File: config.mk
export PLATFORM = sky130hd
export DESIGN_NAME = load_hazard_scoreboard
export DESIGN_NICKNAME = d
export VERILOG_FILES = /design/src/rtl/load_hazard_scoreboard.sv
export SDC_FILE = /design/constraint.sdc
export NUM_CORES = 1
export LEC_CHECK = 0
export ABC_CLOCK_PERIOD_IN_PS = 4440
export BUFFER_PORTS_ARGS = -buffer_cell sky130_fd_sc_hd__buf_2
export CORE_MARGIN = 8
export CORE_UTILIZATION = 45
export DETAILED_ROUTE_END_ITERATION = 8
export PLACE_DENSITY = 0.67
export SYNTH_ARGS = -nofsm -noshare
export SYNTH_HDL_FRONTEND = slang
export SYNTH_SLANG_ARGS = --single-unit
File: constraint.sdc
create_clock -name clk_i -period 4.44 [get_ports clk_i]
set_clock_uncertainty 0.05 [all_clocks]
set_input_delay 1.332 -clock clk_i [delete_from_list [all_inputs] [get_ports clk_i]]
set_output_delay 1.332 -clock clk_i [all_outputs]
set_load 0.03 [all_outputs]
File: src/rtl/load_hazard_scoreboard.sv
// Load-use hazard scoreboard: per-register countdown of in-flight loads.
// Produces stall/bubble controls for PC, IF/ID and the ID/EX control mux,
// and a saturating count of stall cycles.
module load_hazard_scoreboard #(
   parameter int unsigned REG_ADDR_W = 5,
   parameter int unsigned NUM_REGS   = 32,
   parameter int unsigned LOAD_LAT   = 1,
   parameter int unsigned PERF_W     = 32
) (
   input  logic                  clk_i,
   input  logic                  rst_i,
   input  logic                  id_valid_i,
   input  logic [REG_ADDR_W-1:0] id_rs_i,
   input  logic [REG_ADDR_W-1:0] id_rt_i,
   input  logic                  id_rs_used_i,
   input  logic                  id_rt_used_i,
   input  logic [REG_ADDR_W-1:0] id_rd_i,
   input  logic                  id_regwrite_i,
   input  logic                  id_memread_i,
   input  logic                  flush_i,
   output logic                  stall_o,
   output logic                  pc_write_o,
   output logic                  if_id_write_o,
   output logic                  bubble_o,
   output logic [NUM_REGS-1:0]   pending_o,
   output logic [PERF_W-1:0]     stall_cnt_o
);

   localparam int unsigned CNT_W = $clog2(LOAD_LAT + 1);
   localparam logic [CNT_W-1:0] LatInit = CNT_W'(LOAD_LAT);

   logic [CNT_W-1:0]  r_cnt [NUM_REGS];
   logic [PERF_W-1:0] r_stall_cnt;

   logic w_rs_hit;
   logic w_rt_hit;
   logic w_stall;
   logic w_issue;

   // Hazard detection against the registered scoreboard; r0 is never a hazard.
   always_comb begin
      w_rs_hit = id_rs_used_i && (id_rs_i != '0) && (r_cnt[id_rs_i] != '0);
      w_rt_hit = id_rt_used_i && (id_rt_i != '0) && (r_cnt[id_rt_i] != '0);
      w_stall  = id_valid_i && !flush_i && (w_rs_hit || w_rt_hit);
      w_issue  = id_valid_i && !flush_i && !w_stall;
   end

   // Scoreboard update: an issuing writer reloads (load) or clears (ALU) its rd,
   // otherwise non-zero counters count down, including while stalled.
   always_ff @(posedge clk_i or negedge rst_i) begin
      if (!rst_i) begin
         for (int r = 0; r < NUM_REGS; r++) begin
            r_cnt[r] <= '0;
         end
      end else begin
         r_cnt[0] <= '0;
         for (int r = 1; r < NUM_REGS; r++) begin
            if (w_issue && id_regwrite_i && (id_rd_i == REG_ADDR_W'(r))) begin
               r_cnt[r] <= id_memread_i ? LatInit : '0;
            end else if (r_cnt[r] != '0) begin
               r_cnt[r] <= r_cnt[r] - 1'b1;
            end
         end
      end
   end

   // Saturating stall-cycle performance counter.
   always_ff @(posedge clk_i or negedge rst_i) begin
      if (!rst_i) begin
         r_stall_cnt <= '0;
      end else if (w_stall && (r_stall_cnt != '1)) begin
         r_stall_cnt <= r_stall_cnt + 1'b1;
      end
   end

   // Pending vector: one bit per register with a live countdown.
   always_comb begin
      pending_o = '0;
      for (int r = 0; r < NUM_REGS; r++) begin
         pending_o[r] = (r_cnt[r] != '0);
      end
   end

   assign stall_o       = w_stall;
   assign pc_write_o    = ~w_stall;
   assign if_id_write_o = ~w_stall;
   assign bubble_o      = w_stall | flush_i;
   assign stall_cnt_o   = r_stall_cnt;

endmodule

Word level (Yosys, flattened, before mapping)
Cells that the tools add are included.

word-level totals
  output and inout bits = 68
  input port bits = 23
  logic and storage cells = 216
  flip-flop bits (word level) = 63

operators by class
  bitwise operators = 4
  muxes and demuxes = 69
  order comparisons = 2
  add/sub/neg operators = 32
  equality and inequality tests = 32
  reductions and logical operators = 45

operator list
  cell                     count
  $eq A5 B5 Y1 const B     16
  $mux W1                  67
  $eq A5 B4 Y1 const B     8
  $logic_and A1 B1 Y1      40
  $add A32 B1 Y32 const B  1
  $ne A32 B32 Y1 const B   1
  $sub A1 B1 Y1 const B    31
  $eq A5 B3 Y1 const B     4
  $ge A6 B6 Y1 const B     2
  $not A5 Y6               2
  $bmux W1 S5              2
  $eq A5 B2 Y1 const B     2
  $reduce_bool A5 Y1       2
  $eq A5 B1 Y1 const B     1
  $logic_not A1 Y1         2
  $logic_or A1 B1 Y1       1
  $not A1 Y1               1
  $or A1 B1 Y1             1

Logic depth before layout (Yosys ltp)
  word-level depth = 12
  gate-level depth with buffers = 11

Worst setup path after synthesis
No wires, ideal clock.

  path type = in2out
  from = input id_rt_i[0]
  to = output bubble_o
  data arrival time = 3.165 ns
  stages = 8
  path slack = -0.107 ns
  cell sequence = buf_6 -> mux4_2 -> and4b_1 -> a21oi_2 -> nand3_1 -> a32o_2 -> nand2_1 -> nand2b_1

on the way
  word-level cells in the longest chain between the ends = 8

RTL lines
  what                                        line  source
  from (decl)                                 14    input logic [REG_ADDR_W-1:0] id_rt_i,
  $not A5 Y6 (implied by the code)            43    w_rt_hit = id_rt_used_i && (id_rt_i != '0) && (r_cnt[id_rt_i] != '0);
  $bmux W1 S5                                 43
  $mux W1 (implied by the code) (2 in a row)  43
  $logic_and A1 B1 Y1 (*)                     43
  $logic_or A1 B1 Y1 (*)                      44    w_stall = id_valid_i && !flush_i && (w_rs_hit || w_rt_hit);
  $logic_and A1 B1 Y1 (*)                     44
  $or A1 B1 Y1 (*)                            87    assign bubble_o = w_stall | flush_i;
  to (decl)                                   24    output logic bubble_o,

Every way passes the cells marked *; elsewhere a longest branch is shown, timed or not. The select of a mux whose other input is x is not followed.

Worst setup path in the final report
  from = input id_rs_i[0]
  to = output bubble_o

on the way
  word-level cells in the longest chain between the ends = 8

RTL lines
  what                                        line  source
  from (decl)                                 13    input logic [REG_ADDR_W-1:0] id_rs_i,
  $not A5 Y6 (implied by the code)            42    w_rs_hit = id_rs_used_i && (id_rs_i != '0) && (r_cnt[id_rs_i] != '0);
  $bmux W1 S5                                 42
  $mux W1 (implied by the code) (2 in a row)  42
  $logic_and A1 B1 Y1 (*)                     42
  $logic_or A1 B1 Y1 (*)                      44
  $logic_and A1 B1 Y1 (*)                     44
  $or A1 B1 Y1 (*)                            87

Marks and branches as above.

==> key figures <==
Global route
  – Largest net degree at the start of global routing: 40
  – Initial antenna violation count: 0
  – Global route overflow: 0
  – Number of global-route vias before repair: 2575
  – Overall Global Routing Usage: 0.160
  – First-pass GRT wire length: 12.8 mm

Timing
  – Crit path time final: 4.38 ns
  – Period Utilization, post-route: 0.987
  – Max Fclk: 228 MHz
  – Slew @ Worst Pin: 0.858 ns
  – RSZ-0062 raised after global routing: false
  – WHS: 0.446 ns
  – Setup-failing EPs final: 0
  – Endpoints failing hold: 0
  – Slew Viols, Final: 0
  – Slew margin rel.: 0.428

Pwr
  – Power Density: 326 nW/um^2
  – Clock share of power: 0.432
  – Peak VDD IR: 0.305 mV
  – Combinational Power Share: 0.110
  – Pleak: 1.98 nW
  – Net Switching: 0.339 mW
  – Register share of total power: 0.458
  – Pint: 0.971 mW
  – Sw Ratio: 0.259

Routing
  – Wire length per cell: 16.3 um
  – Drt total wl: 7.74 mm
  – Detail Route Antenna Nets: 0
  – DR iter-0 viols: 88
  – Vias per inst: 5.29
  – Via count: 2511
  – DRC: 0
  – DRT Pass-1 Iters: 5

Run status
  – Status: completed

Min path
  – Hold-critical path depth: 1
  – Hold Path Class: reg -> reg
  – Hold Startpoint: stall_cnt_o[5]
  – Worst Hold End: stall_cnt_o[5]

Place
  – Post-DP HPWL: 5.89 mm
  – GPL Wtd Cong: 0.800
  – Area of placed instances: 3760 um^2
  – PortBufs: 89

Synthesis
  – Sequential element share of the synthesized area: 0.487
  – Commonest cells post-synth: dfrtp_1, nor2_1, xnor2_1
  – Syn_nets: 305
  – Yosys top cell area share: 0.487
  – Netlist cell types: 49
  – Synth area leader: dfrtp_1
  – Most common cell in the netlist: dfrtp_1
  – Avg Synthesized Cell Area: 11.5 um^2
  – Most used flip-flop cell after synthesis: dfrtp_1
  – YS warnings: 0
  – Dominant cells by area after synthesis: dfrtp_1, mux4_2, xnor2_1, nor2_1, nand3_1
  – Yosys reg bits: 63
  – Mapped Area: 3240 um^2
  – EDFF count, synth: 0
  – Async SR Flop Fraction: 1.00
  – Syn Inst Count: 281

Die
  – Core area: 7100 um^2
  – Row count: 31
  – Die height: 101 um
  – # IOs: 91
  – Full die area: 10200 um^2
  – Initial Util: 0.456
  – Die X: 101 um

Clock network
  – Clk pin slew, worst setup/hold paths: 0.07 ns
  – Clock Latency Late Sink: 0.34 ns
  – Clock Path Buffers: 2
  – CTS Hold Bufs: 0
  – CTS tree: yes
  – Post-CTS setup buffers: 0
  – Num CTS Buffers: 9
  – Clock sink count: 63
  – CTS HTree Levels: 3
  – Root buffer cell: clkbuf_8

Setup path
  – FF-to-FF path depth: 6
  – RR Startpoint: pending_o[7]
  – Crit path kind: in -> out
  – Crit path max fanout: 9
  – RR Endpoint: stall_cnt_o[1]
  – CP Launch Point: id_rs_i[0]
  – CP endpoint kind: primary output
  – Setup slack, reg-to-reg: 1.71 ns
  – Worst path required time: 3.06 ns
  – Arrival time of the worst setup path: 3.00 ns
  – Startpoint types: input port

Finish
  – Post-layout nets: 395
  – Share of cells above drive strength 1: 0.394
  – Layout area overhead: 24.3%
  – Diode count: 0
  – Fin area: 4020 um^2

Run
  – Max-cap viol count: 0
[placed cells by master, fill, tap and decap left out, types with 3 or more instances in the layout]
cell / instances
a21oi_1: 4
nor2b_1: 13
nand3_2: 6
clkbuf_8: 10
nand3_1: 17
mux2i_1: 4
and3_1: 6
clkinv_4: 3
buf_6: 4
nand2_1: 18
xnor2_1: 26
nor2_2: 7
nor2_1: 28
nand4_1: 10
inv_1: 3
dfrtp_1: 63
buf_2: 82
mux4_2: 12
xor2_1: 3
buf_4: 8
and4_1: 8
[flip-flops by register name, summed over array words and instances, names as in the netlist]
name / cells
pending_o: 31
stall_cnt_o: 32
[power groups by stage]
stage / sequential, mW / combinational, mW / clock, mW
finish: 0.601 / 0.144 / 0.566
detailed placement: 0.612 / 0.143 / 0
CTS: 0.601 / 0.145 / 0.576
floorplan: 0.637 / 0.0643 / 0
global route: 0.603 / 0.161 / 0.603
global placement: 0.611 / 0.141 / 0
[final cells by class]
class                      count  area (um^2)
timing repair buffer          94          515
multi-input combinational    199         1560
clock inverter                 6         93.8
tap                           99          124
clock buffer                  10          138
sequential                    63         1580
fill                         637         3080
inverter                       4         15.0
[logic make-up (layout without fill, tap and decap cells)]
family | after synthesis | after routing | share of synthesized area
DFF | 63 | 63 | 0.487
buffers and inverters | 19 | 114 | 0.0383
AOI/OAI and AO/OA | 16 | 16 | 0.0391
adders and majority gates | 1 | 1 | 0.00387
and+or+nand+nor | 132 | 132 | 0.237
other | 1 | 1 | 0.00116
xor gates and xnor gates | 29 | 29 | 0.0785
muxes | 20 | 20 | 0.114
[how the worst max path moves through the flow]
| stage | depth (start not counted) | endpoint | slack [ns] |
|---|---|---|---|
| after floorplan | 8 | bubble_o | 0.03 |
| after global placement | 9 | bubble_o | -0.05 |
| after detailed placement | 9 | bubble_o | -0.07 |
| after CTS | 9 | bubble_o | 0.009 |
| after global routing | 7 | bubble_o | 0.004 |
| final | 7 | bubble_o | 0.06 |
[what timing repair did]
action                                  in CTS  in global routing
endpoints found under the setup margin       4                  4
pin swaps                                    0                  3
resized for setup                            3                 17
endpoints found under the hold margin        0                  0
[per-layer routing]
layer  track usage  share of wire  vias up
met5             0              0        -
met4        0.0523          0.011        0
met3        0.0587          0.088        8
met2         0.249           0.47       94
met1         0.199           0.43     1226
li1              -              -     1183
[per-stage QoR]
stage	power, mW	cells	util	TNS [ns]	worst slack [ns]
final	1.31	475	0.567	0	0.0582
after detailed placement	0.755	460	0.529	-0.229	-0.0723
after floorplan	0.702	281	-	0	0.0297
after CTS	1.32	476	0.563	0	0.00886
after global placement	0.752	460	0.529	-0.130	-0.0451
after global routing	1.37	475	0.567	0	0.00411
[worst max-delay path: stages]
cell      delay [ns]
buf_6           0.13
mux4_2          0.51
a2111o_1        0.42
a32o_2          0.29
nand2_4         0.13
nand2b_4        0.06
buf_6           0.13
Power figures use the tool's default switching activity.
